File: config.mk
export PLATFORM = sky130hd
export DESIGN_NAME = set_bit_enumerator_flat
export DESIGN_NICKNAME = d
export VERILOG_FILES = /design/src/rtl/set_bit_enumerator_pkg.sv /design/src/rtl/set_bit_enumerator_if.sv /design/src/rtl/set_bit_enumerator_fsb.sv /design/src/rtl/set_bit_enumerator.sv /design/src/flat_wrapper.sv
export SDC_FILE = /design/constraint.sdc
export NUM_CORES = 1
export LEC_CHECK = 0
export ABC_AREA = 1
export CAP_MARGIN = 20
export CORE_ASPECT_RATIO = 0.6
export CORE_MARGIN = 2
export CORE_UTILIZATION = 45
export DETAILED_ROUTE_END_ITERATION = 10
export DONT_BUFFER_PORTS = 1
export MAX_ROUTING_LAYER = met4
export PLACE_DENSITY = 0.6
export RECOVER_POWER = 25
export SYNTH_ARGS = -nofsm -noshare
export SYNTH_HDL_FRONTEND = slang
export SYNTH_SLANG_ARGS = --single-unit
File: constraint.sdc
create_clock -name clk -period 1.4 [get_ports clk]
set_input_delay 0.07 -clock clk [delete_from_list [all_inputs] [get_ports clk]]
set_output_delay 0.07 -clock clk [all_outputs]
set_load 0.005 [all_outputs]
File: src/rtl/set_bit_enumerator_pkg.sv
// Shared ALU definitions for the set-bit enumerator: state encoding,
// datapath widths and the popcount helper.
package set_bit_enumerator_pkg;

    localparam int OPERAND_W = 8;
    localparam int INDEX_W   = 3;
    localparam int COUNT_W   = 4;

    typedef enum logic [0:0] {
        IDLE = 1'b0,
        EMIT = 1'b1
    } state_t;

    // Count width is one bit wider than an index so that 8 is representable
    function automatic logic [COUNT_W-1:0] popcount(input logic [OPERAND_W-1:0] v);
        logic [COUNT_W-1:0] c;
        c = 4'd0;
        for (int i = 0; i < OPERAND_W; i++) begin
            c = c + COUNT_W'(v[i]);
        end
        return c;
    endfunction

endpackage

File: src/rtl/set_bit_enumerator_if.sv
// Operand-in / index-out handshake bundle of the set-bit enumerator.
interface set_bit_enumerator_if;
    import set_bit_enumerator_pkg::*;

    logic                 in_valid;
    logic                 in_ready;
    logic [OPERAND_W-1:0] in_operand;
    logic                 flush;
    logic                 out_valid;
    logic                 out_ready;
    logic [INDEX_W-1:0]   out_index;
    logic [COUNT_W-1:0]   out_seq;
    logic [COUNT_W-1:0]   out_total;
    logic                 out_last;
    logic                 out_zero;

    modport master (
        output in_valid, in_operand, flush, out_ready,
        input  in_ready, out_valid, out_index, out_seq, out_total, out_last, out_zero
    );

    modport slave (
        input  in_valid, in_operand, flush, out_ready,
        output in_ready, out_valid, out_index, out_seq, out_total, out_last, out_zero
    );
endinterface

File: src/rtl/set_bit_enumerator_fsb.sv
// FirstSetBit scanner: low nibble = lowest set index, high nibble = highest
// set index, both 0 for a zero operand.
module set_bit_enumerator_fsb
    import set_bit_enumerator_pkg::*;
(
    input  logic [OPERAND_W-1:0] operand,
    output logic [7:0]           code
);

    logic [INDEX_W-1:0] lo_s;
    logic [INDEX_W-1:0] hi_s;

    // Priority scans from opposite ends; the last hit in each loop wins
    always_comb begin
        lo_s = 3'd0;
        hi_s = 3'd0;
        for (int i = OPERAND_W - 1; i >= 0; i--) begin
            lo_s = operand[i] ? INDEX_W'(i) : lo_s;
        end
        for (int i = 0; i < OPERAND_W; i++) begin
            hi_s = operand[i] ? INDEX_W'(i) : hi_s;
        end
    end

    assign code = {1'b0, hi_s, 1'b0, lo_s};

endmodule

File: src/rtl/set_bit_enumerator.sv
// Enumerates the set bits of an accepted operand, one index per beat,
// ascending (DESCEND=0) or descending (DESCEND=1).
module set_bit_enumerator
    import set_bit_enumerator_pkg::*;
#(
    parameter bit DESCEND = 1'b0
) (
    input  logic                 clk,
    input  logic                 rst_n,
    set_bit_enumerator_if.slave  bus
);

    state_t               state_r, state_s;
    logic [OPERAND_W-1:0] work_r, work_s;
    logic [COUNT_W-1:0]   seq_r, seq_s;
    logic [COUNT_W-1:0]   total_r, total_s;
    logic                 in_ready_r;

    logic [7:0]           code_s;
    logic [3:0]           nib_s;
    logic                 nib_unused_s;
    logic [INDEX_W-1:0]   idx_s;
    logic                 emit_s;
    logic                 last_s;
    logic                 accept_s;
    logic                 xfer_s;

    set_bit_enumerator_fsb u_fsb (
        .operand (work_r),
        .code    (code_s)
    );

    assign nib_s        = DESCEND ? code_s[7:4] : code_s[3:0];
    assign nib_unused_s = nib_s[3];
    assign idx_s        = nib_s[2:0];

    assign emit_s   = (state_r == EMIT);
    // At most one bit left (including none) means this beat closes the transaction
    assign last_s   = ((work_r & (work_r - 8'd1)) == 8'd0);
    assign accept_s = (state_r == IDLE) && in_ready_r && bus.in_valid;
    assign xfer_s   = emit_s && bus.out_ready;

    // Next-state and datapath update; flush overrides everything
    always_comb begin
        state_s = state_r;
        work_s  = work_r;
        seq_s   = seq_r;
        total_s = total_r;
        if (bus.flush) begin
            state_s = IDLE;
            work_s  = 8'd0;
            seq_s   = 4'd0;
            total_s = 4'd0;
        end else begin
            case (state_r)
                IDLE: begin
                    if (accept_s) begin
                        state_s = EMIT;
                        work_s  = bus.in_operand;
                        seq_s   = 4'd0;
                        total_s = popcount(bus.in_operand);
                    end else begin
                        state_s = IDLE;
                    end
                end
                EMIT: begin
                    if (xfer_s) begin
                        work_s  = work_r & ~(8'd1 << idx_s);
                        seq_s   = seq_r + 4'd1;
                        state_s = last_s ? IDLE : EMIT;
                    end else begin
                        state_s = EMIT;
                    end
                end
                default: begin
                    state_s = IDLE;
                end
            endcase
        end
    end

    // State, work, counters and the ready flag
    always_ff @(posedge clk or negedge rst_n) begin
        if (!rst_n) begin
            state_r    <= IDLE;
            work_r     <= 8'd0;
            seq_r      <= 4'd0;
            total_r    <= 4'd0;
            in_ready_r <= 1'b0;
        end else begin
            state_r    <= state_s;
            work_r     <= work_s;
            seq_r      <= seq_s;
            total_r    <= total_s;
            in_ready_r <= (state_s == IDLE);
        end
    end

    // Beat outputs are forced to 0 outside EMIT so reset and IDLE read all-zero
    always_comb begin
        bus.out_valid = 1'b0;
        bus.out_index = 3'd0;
        bus.out_seq   = 4'd0;
        bus.out_total = 4'd0;
        bus.out_last  = 1'b0;
        bus.out_zero  = 1'b0;
        if (emit_s) begin
            bus.out_valid = 1'b1;
            bus.out_index = idx_s;
            bus.out_seq   = seq_r;
            bus.out_total = total_r;
            bus.out_last  = last_s;
            bus.out_zero  = (work_r == 8'd0);
        end else begin
            bus.out_valid = 1'b0;
        end
    end

    assign bus.in_ready = in_ready_r;

endmodule

File: src/flat_wrapper.sv
// flat-port wrapper written by rule: the top's interface ports become plain ports
module set_bit_enumerator_flat import set_bit_enumerator_pkg::*;
#(
    parameter bit DESCEND = 1'b0
)
  (clk, rst_n, bus_in_valid, bus_in_operand, bus_flush, bus_out_ready, bus_in_ready, bus_out_valid, bus_out_index, bus_out_seq, bus_out_total, bus_out_last, bus_out_zero);
  set_bit_enumerator_if bus_i ();
  input  logic clk;
  input  logic rst_n;
  input wire logic [$bits(bus_i.in_valid)-1:0] bus_in_valid;
  input wire logic [$bits(bus_i.in_operand)-1:0] bus_in_operand;
  input wire logic [$bits(bus_i.flush)-1:0] bus_flush;
  input wire logic [$bits(bus_i.out_ready)-1:0] bus_out_ready;
  output wire logic [$bits(bus_i.in_ready)-1:0] bus_in_ready;
  output wire logic [$bits(bus_i.out_valid)-1:0] bus_out_valid;
  output wire logic [$bits(bus_i.out_index)-1:0] bus_out_index;
  output wire logic [$bits(bus_i.out_seq)-1:0] bus_out_seq;
  output wire logic [$bits(bus_i.out_total)-1:0] bus_out_total;
  output wire logic [$bits(bus_i.out_last)-1:0] bus_out_last;
  output wire logic [$bits(bus_i.out_zero)-1:0] bus_out_zero;
  assign bus_i.in_valid = bus_in_valid;
  assign bus_i.in_operand = bus_in_operand;
  assign bus_i.flush = bus_flush;
  assign bus_i.out_ready = bus_out_ready;
  assign bus_in_ready = bus_i.in_ready;
  assign bus_out_valid = bus_i.out_valid;
  assign bus_out_index = bus_i.out_index;
  assign bus_out_seq = bus_i.out_seq;
  assign bus_out_total = bus_i.out_total;
  assign bus_out_last = bus_i.out_last;
  assign bus_out_zero = bus_i.out_zero;
  set_bit_enumerator #(.DESCEND(DESCEND)) u_core (.clk(clk), .rst_n(rst_n), .bus(bus_i));
endmodule
==> flow_metrics.py <==
metrics = {
    "yosys": {
        "synth_nets": 198,
        "synth_adder_area_share_pct": 9.756,
        "synth_top_family_by_area": "simple AND/OR/NAND/NOR gates",
        "avgSynthCellArea_um2": 7.535,
        "synth_xor_area_share_pct": 0.6567,
        "synthFlopType": "dfrtp_1",
        "synth.yosys.seq_area_share_pct": 33.77,
        "ys_ff_latch": 18,
        "synth_edf_count": 0,
        "syn_inst": 177,
        "ys_warn_count": 0,
        "synth_area_mm2": 0.001334,
        "synth_top_area_cell": "dfrtp_1",
        "ys_types": 29,
        "synth_compound_area_share_pct": 15.29,
        "synth_mux_area_share_pct": 0,
        "async_reset_ff_share_pct": 100.0,
        "yosys.area_share.simple_pct": 27.77,
        "yosys.area.top_type_share_pct": 33.77,
        "yosys-top-cells-area": "dfrtp_1 34%, nand2_1 12%, inv_1 9.0%",
    },
    "power_and_ir_drop": {
        "pwr-share-seq_pct": 35.2,
        "share_comb_of_total_power_pct": 42.7,
        "power.internal_mw": 1.188,
        "p_total_mw": 1.950,
        "switching_share_pct": 39.06,
        "ir_worst_vdd_mv": 0.5725,
        "clkPwrFrac_pct": 22.1,
        "power.net_switching_mw": 0.7616,
        "total_leakage_power_nw": 0.8209,
        "power_density_mw_per_mm2": 1206,
    },
    "finish": {
        "post-route-util_pct": 56.67,
        "nets": 217,
        "multiInputGateArea_um2": 770.7,
        "nFillCells": 273,
        "diodes": 0,
        "mostFrequentLayoutCells": "42 x nand2_1, 27 x inv_1, 16 x dfrtp_1, 13 x buf_4",
        "regArea_um2": 452.9,
        "syn2layout_area_growth_pct": 21.20,
        "final_common_cell": "nand2_1",
        "final_cells": 237,
        "layout-drive-gt1-share_pct": 31.28,
        "stdcell_area_mm2": 0.001617,
    },
    "critical_path": {
        "critPathCaptureType": "flop",
        "worst_setup_path_start_kind": "input port",
        "max_stage_delay_ns": 0.48,
        "required_ns": 1.55,
        "critPathBufInv": 2,
        "critical_path.slowest_cell": "fa_1",
        "crit_arrival_ns": 2.33,
        "crit_family": "adder cells",
        "cp_max_fo": 2,
        "path_cells": "ha_4, inv_2, fa_1, fa_1, fa_2, inv_2, fa_2, a32o_1",
        "worstSetupPathType": "input port to flop",
    },
    "timing": {
        "rsz0062_at_grt": "yes",
        "setup_tns_ns": -2.317,
        "tightestPinTransition_ns": 0.8773,
        "final-hold-violation-count": 0,
        "fin_crit_ns": 2.184,
        "slew_headroom_pct": 41.32,
        "hold-worst-slack_ns": 0.01344,
        "max_clock_freq_ghz": 0.4578,
        "setup-violations-final": 7,
        "timing.final.ws_setup_ns": -0.7841,
        "maxSlewViolCount": 0,
        "fin_worst_skew_ns": 0.0006875,
        "post-route-period-util_pct": 156.0,
    },
    "grt": {
        "grt_overflow": 0,
        "antenna_found_initial": 0,
        "grt_pass1_wl_um": 5002,
        "grt_pass1_vias": 1048,
        "grt_max_degree": 19,
        "grtUsageTotal_pct": 20.33,
    },
    "run_status": {
        "outcome": "finished with violations",
        "violations": "setup timing",
    },
    "clock_tree": {
        "clk_latency_ns": 0.25,
        "cts.sinks": 18,
        "cts_tree": "yes",
        "h-tree-depth": 1,
        "cts_made_buffers": 3,
        "cts.reportedPaths.clkPinSlew_ns": 0.07,
        "cts_buffer_depth": 2,
        "clockRootBuffer": "clkbuf_8",
    },
    "job": {
        "maxCapViolCount": 0,
    },
    "placement": {
        "finalWeightedCongestion": 0.8478,
        "place_area_mm2": 0.001449,
        "dp_hpwl_um": 2397,
        "io_buffers": 0,
        "pre_cts_ws_ns": -1.063,
        "placedCellCount": 224,
    },
    "die": {
        "coreArea_mm2": 0.002853,
        "rows": 15,
        "die_h_um": 46.17,
        "initial_core_util_pct": 46.75,
        "design.die.area_mm2": 0.003430,
        "die_w_um": 74.29,
        "io_pins": 28,
    },
    "drt": {
        "num_vias": 1173,
        "viasPerCell": 4.949,
        "drtAntennaViolNets": 0,
        "drtIter0Drc": 126,
        "drc": 0,
        "wl_per_cell_um": 13.11,
        "finalWirelength_um": 3106,
        "first_pass_iters": 4,
    },
    "hold_path": {
        "hold_class": "input port to flop",
    },
}
## what timing repair did
item,in CTS,in global routing
pin swaps,5,6
setup buffers,4,1
endpoints found under the hold margin,22,0
hold buffers,4,0
resized for setup,3,13
endpoints found under the setup margin,9,10
## logic make-up after synthesis
| logic type | count (synthesis) |
|---|---|
| buffers and inverters | 41 |
| AO/OA/AOI/OAI | 33 |
| XOR/XNOR | 1 |
| adder cells (fa/ha/maj) | 8 |
| AND/OR/NAND/NOR | 76 |
| flip-flops | 18 |
## flip-flops by register name, indices dropped and copies added (netlist names)
| register | flops |
|---|---|
| u_core.emit_s | 1 |
| u_core.total_r | 4 |
| u_core.bus.in_ready | 1 |
| u_core.work_r | 8 |
| u_core.seq_r | 4 |
## area by class of cell
type	count	area share, %
multi-input cells	118	47.68
repair buffers	17	8.514
well taps	42	3.251
inverters	38	9.133
clock buffers	4	3.406
flip-flops and latches	18	28.02
## synthesized netlist by cell type, drive strengths merged, types with 2 or more instances
library cell	count
nand3	9
nand2	50
inv	38
o21bai	2
nor2	14
fa	4
dfrtp	18
buf	2
a21oi	7
ha	4
nand4	2
o21ai	20
o31ai	2
## worst reg2reg max path: stages (launching register included)
cell and delay, ns:
dfrtp_1 0.58, inv_1 0.25, nor2_4 0.16, nand3_1 0.12, nand2_1 0.08, nand2_1 0.05
## worst paths after layout
| check | startpoint | endpoint | slack, ns | cells past startpoint |
|---|---|---|---|---|
| max | bus_in_operand[1] | u_core.total_r[1] | -0.78 | 8 |
| min | bus_out_ready | u_core.seq_r[1] | 0.01 | 2 |
| max reg2reg | u_core.emit_s | u_core.work_r[7] | 0.06 | 5 |
| min reg2reg | u_core.total_r[2] | u_core.total_r[2] | 0.49 | 2 |
| max in group asynchronous | rst_n | u_core.work_r[7] | 0.43 | 1 |
| min in group asynchronous | rst_n | u_core.seq_r[3] | 0.38 | 1 |
## metal layers
metal  global-route usage [%]  wire [um]
met1                    28.09       1579
met2                    30.89       1368
met3                    4.376        135
met4                    4.643         22
met5                        -          0
## power by group through the flow
| stage | logic [mW] | clock network (mW) | registers [mW] |
|---|---|---|---|
| after floorplan | 0.570 | 0 | 0.655 |
| after global routing | 0.928 | 0.470 | 0.698 |
| after detailed placement | 0.704 | 0 | 0.683 |
| after global placement | 0.681 | 0 | 0.683 |
| after CTS | 0.783 | 0.438 | 0.677 |
| final | 0.833 | 0.431 | 0.686 |
No activity file was read; power rests on OpenSTA's default activity.
